$ cat src/rtl/updown_counter_param.sv
// Parameterised up/down counter with parallel load, programmable step and
// either wrap-around or saturating behaviour at the 0 / MAX_VAL limits.
module updown_counter_param #(
  parameter int          WIDTH    = 8,
  parameter int unsigned MAX_VAL  = (2**WIDTH) - 1,
  parameter int          SATURATE = 0
) (
  input  logic             clk,
  input  logic             rst,
  input  logic [WIDTH-1:0] data_in,
  input  logic             ld_cnt,
  input  logic             updn_cnt,
  input  logic             count_enb,
  input  logic [WIDTH-1:0] step,
  output logic [WIDTH-1:0] data_out,
  output logic             at_max,
  output logic             at_min,
  output logic             limit_evt
);

  localparam logic [WIDTH:0]   MAX_W  = (WIDTH+1)'(MAX_VAL);
  localparam logic [WIDTH:0]   MAX_P1 = MAX_W + {{WIDTH{1'b0}}, 1'b1};
  localparam logic [WIDTH:0]   ZERO_W = {(WIDTH+1){1'b0}};
  localparam logic [WIDTH-1:0] MAX_N  = WIDTH'(MAX_VAL);

  logic [WIDTH-1:0] data_out_r;
  logic             limit_evt_r;
  logic [WIDTH:0]   cur_s;
  logic [WIDTH:0]   s_s;
  logic [WIDTH:0]   ld_val_s;
  logic [WIDTH:0]   up_sum_s;
  logic [WIDTH:0]   dn_wrap_s;
  logic [WIDTH-1:0] next_data_s;
  logic             next_evt_s;

  function automatic logic [WIDTH:0] clamp_max(input logic [WIDTH:0] v);
    clamp_max = (v > MAX_W) ? MAX_W : v;
  endfunction

  // Next-state selection: load beats counting, counting beats hold.
  always_comb begin
    cur_s       = {1'b0, data_out_r};
    s_s         = clamp_max({1'b0, step});
    ld_val_s    = clamp_max({1'b0, data_in});
    up_sum_s    = cur_s + s_s;
    dn_wrap_s   = (cur_s + MAX_P1) - s_s;
    next_data_s = data_out_r;
    next_evt_s  = 1'b0;
    if (ld_cnt) begin
      next_data_s = WIDTH'(ld_val_s);
    end else if (count_enb && (s_s != ZERO_W)) begin
      if (updn_cnt) begin
        if (up_sum_s > MAX_W) begin
          next_evt_s  = 1'b1;
          next_data_s = (SATURATE != 0) ? MAX_N : WIDTH'(up_sum_s - MAX_P1);
        end else begin
          next_data_s = WIDTH'(up_sum_s);
        end
      end else begin
        if (s_s > cur_s) begin
          next_evt_s  = 1'b1;
          next_data_s = (SATURATE != 0) ? {WIDTH{1'b0}} : WIDTH'(dn_wrap_s);
        end else begin
          next_data_s = WIDTH'(cur_s - s_s);
        end
      end
    end else begin
      next_data_s = data_out_r;
    end
  end

  // Count and limit-event registers with synchronous reset.
  always_ff @(posedge clk) begin
    if (rst) begin
      data_out_r  <= {WIDTH{1'b0}};
      limit_evt_r <= 1'b0;
    end else begin
      data_out_r  <= next_data_s;
      limit_evt_r <= next_evt_s;
    end
  end

  assign data_out  = data_out_r;
  assign limit_evt = limit_evt_r;
  assign at_max    = (data_out_r == MAX_N);
  assign at_min    = (data_out_r == {WIDTH{1'b0}});

endmodule

$ cat config.mk
export PLATFORM = sky130hd
export DESIGN_NAME = updown_counter_param
export DESIGN_NICKNAME = d
export VERILOG_FILES = /design/src/rtl/updown_counter_param.sv
export SDC_FILE = /design/constraint.sdc
export NUM_CORES = 1
export LEC_CHECK = 0
export BUFFER_PORTS_ARGS = -buffer_cell sky130_fd_sc_hd__buf_2
export CORE_MARGIN = 3
export CORE_UTILIZATION = 55
export DETAILED_ROUTE_END_ITERATION = 10
export PLACE_DENSITY = 0.85
export SLEW_MARGIN = 20
export SYNTH_ARGS = -nofsm -noshare
export SYNTH_HDL_FRONTEND = slang
export SYNTH_SLANG_ARGS = --single-unit
export TNS_END_PERCENT = 30
$ cat constraint.sdc
create_clock -name clk -period 5.8 [get_ports clk]
set_clock_uncertainty 0.1 [all_clocks]
set_input_delay 1.16 -clock clk [delete_from_list [all_inputs] [get_ports clk]]
set_output_delay 1.16 -clock clk [all_outputs]
set_load 0.005 [all_outputs]
==> flow_summary.toml <==
[clocking]
cts_made_buffers = 3
clock-root-buffer = "clkbuf_4"
cts_setup_buffers = 0
cts_tree = "done"
clock_sinks = 9
clkLatencyLatePin_ns = 0.27
cts_max_level = 1
cts-resized-gates = 0
clockBufferDepth = 2
postCtsHoldBufs = 0
clk_pin_slew_worst_paths_ns = 0.07

[routing]
antenna_left = 0
detail_route.first_pass.iterations = 4
drt-total-wl_um = 2792
drt-vias-per-instance = 5.818
wire_per_inst_um = 14.10
drc = 0
vias = 1152
drt_iter0_markers = 32

[critical_path]
critPathArrivalTime_ns = 2.90
worstSetupStartpointType = "primary input"
required_ns = 5.86
r2r_setup_slack_ns = 3.56
worstSetupPathType = "primary input to flop"
crit_fanout = 5
endpoint_kind = "flop"

[placed_design]
dpl_cell_area_mm2 = 0.001267
dp_hpwl_um = 2271
gp_routability_congestion = 0.8986
portBuffers = 31

[power]
p_sw_uw = 92.77
swShare_pct = 39.43
power_frac_clock_pct = 21.9
combPwrFrac_pct = 45.5
ir_drop_v = 0.0001730
p_leak_nw = 0.6320
intPower_uw = 142.5
seq_power_share_pct = 32.6
powerDensity_mw_per_mm2 = 181.9

[grt]
grt_pass1_vias = 1088
antenna_found_initial = 0
globalRouteOverflowTotal = 0
track_usage_pct = 23.93
grt_pass1_wl_um = 4719
grt_max_degree = 19

[synth]
synth_most_common_cell = "inv_1"
synth.top_cells.by_count = "inv_1, ha_1, a21oi_1"
synth_ff_type = "dfxtp_1"
avgSynthCellArea_um2 = 7.717
synth_area_leaders = "ha_1, dfxtp_1, a21oi_1, inv_1, nor2_1"
ys_types = 45
async_reset_ff_share_pct = 0
ys_seq_area_share_pct = 16.33
syn_area_mm2 = 0.001104
syn_inst = 143
yosysTopAreaCell = "ha_1"
synthesis.nets = 182
yosys.area.top_type_share_pct = 18.14
ys_ff_latch = 9
yosys_warnings = 0
synth_edf_count = 0

[floorplan]
pin_count = 32
start_util_pct = 61.25
die_h_um = 50.80
rows = 15
coreArea_mm2 = 0.001802
die_area_mm2 = 0.002580
die_x_um = 50.80

[timing]
final.setup.tns_ns = 0
tightest_slew_ns = 0.3616
finalSetupViolations = 0
hold_violations = 0
layout_min_cycle_time_ns = 2.847
max_freq_mhz = 351.2
fin_crit_sh_pct = 49.09
slew_violations = 0
slew_headroom_pct = 75.80
rsz0062_at_grt = "false"

[cells_and_area]
ff_latch_area_um2 = 180.2
postLayoutCellArea_mm2 = 0.001294
diodes = 0
nNetsFinal = 213
area_delta_synth_final_pct = 17.23
nFillCells = 167
multi_input_area_um2 = 837.1
fin_util_pct = 71.81
drive_gt1_share_pct = 22.54

[min_path]
hold_path.class = "flop to flop"

[flow_run]
cap_violations = 0

[status]
status = "finished, final reports clean"
power by group through the flow:
stage | clock network, mW | registers [mW] | logic (mW)
after detailed placement | 0 | 0.0776 | 0.105
final | 0.0516 | 0.0767 | 0.107
after CTS | 0.0513 | 0.0763 | 0.106
after global placement | 0 | 0.0770 | 0.102
after floorplan | 0 | 0.0760 | 0.0740
after global routing | 0.0565 | 0.0777 | 0.119
stage by stage:
| step | std cells | setup slack, ns | hold slack [ns] | power, mW |
|---|---|---|---|---|
| 6_report | 198 | 2.953 | 0.5597 | 0.2353 |
| 5_1_grt | 198 | 2.807 | 0.5906 | 0.2532 |
| 4_1_cts | 198 | 2.958 | 0.5493 | 0.2337 |
| 3_5_place_dp | 194 | 2.686 | 0.5352 | 0.1828 |
| 3_3_place_gp | 194 | 2.695 | 0.5303 | 0.1789 |
| 2_1_floorplan | 143 | 2.981 | 0.4775 | 0.1500 |
worst paths after layout:
check | from | end | cells past startpoint
setup reg to reg | data_out[1] | data_out[7] | 7
hold / removal | data_out[0] | data_out[0] | 3
setup / recovery | step[1] | data_out[7] | 9
hold reg to reg | data_out[0] | data_out[0] | 3
layout by cell type (no fill, tap or decap), types with 2 or more instances in the layout:
cell type,n
a211o_1,3
a21oi_1,15
a32oi_1,2
buf_2,31
clkbuf_4,3
dfxtp_1,9
fa_1,2
ha_1,16
inv_1,17
nand2_1,9
nand2b_1,3
nand4_1,3
nor2_1,11
nor2b_1,5
nor4_1,3
nor4b_1,2
o21ai_0,2
o21ai_1,4
o22ai_1,3
or4_1,2
xnor2_1,2
xor2_1,3
state kept, by name, summed over array words and instances, names as in the netlist:
register	count
data_out	8
limit_evt	1
final cells by class:
type / count / share of cell area, %
multi-input cells: 112 / 64.70
well taps: 25 / 2.418
inverters: 17 / 4.932
flip-flops and latches: 9 / 13.93
repair buffers: 31 / 11.99
clock buffers: 4 / 2.031
metal layers:
metal  part of all wire [%]  track usage (%)  vias up
met1                     44            30.49      517
li1                       -                -      575
met5                      0                0        -
met4                    1.9            8.520        0
met3                    8.7            3.858        8
met2                     45            40.43       52
critical path: stages:
cell	delay, ns
buf_2	0.15
inv_1	0.06
ha_1	0.29
nand2b_1	0.17
a2111oi_2	0.43
nor4_1	0.12
a211oi_2	0.22
xor2_1	0.19
o22ai_1	0.10
cell families after synthesis:
group / count (synthesis) / share of synthesized area, %
adder cells (fa/ha/maj): 18 / 21.77
buffers and inverters: 22 / 7.822
multiplexers: 1 / 0.9071
XOR/XNOR: 5 / 3.969
AO/OA/AOI/OAI: 42 / 25.85
AND/OR/NAND/NOR: 46 / 23.36
flip-flops: 9 / 16.33
Power figures use the tool's default switching activity.
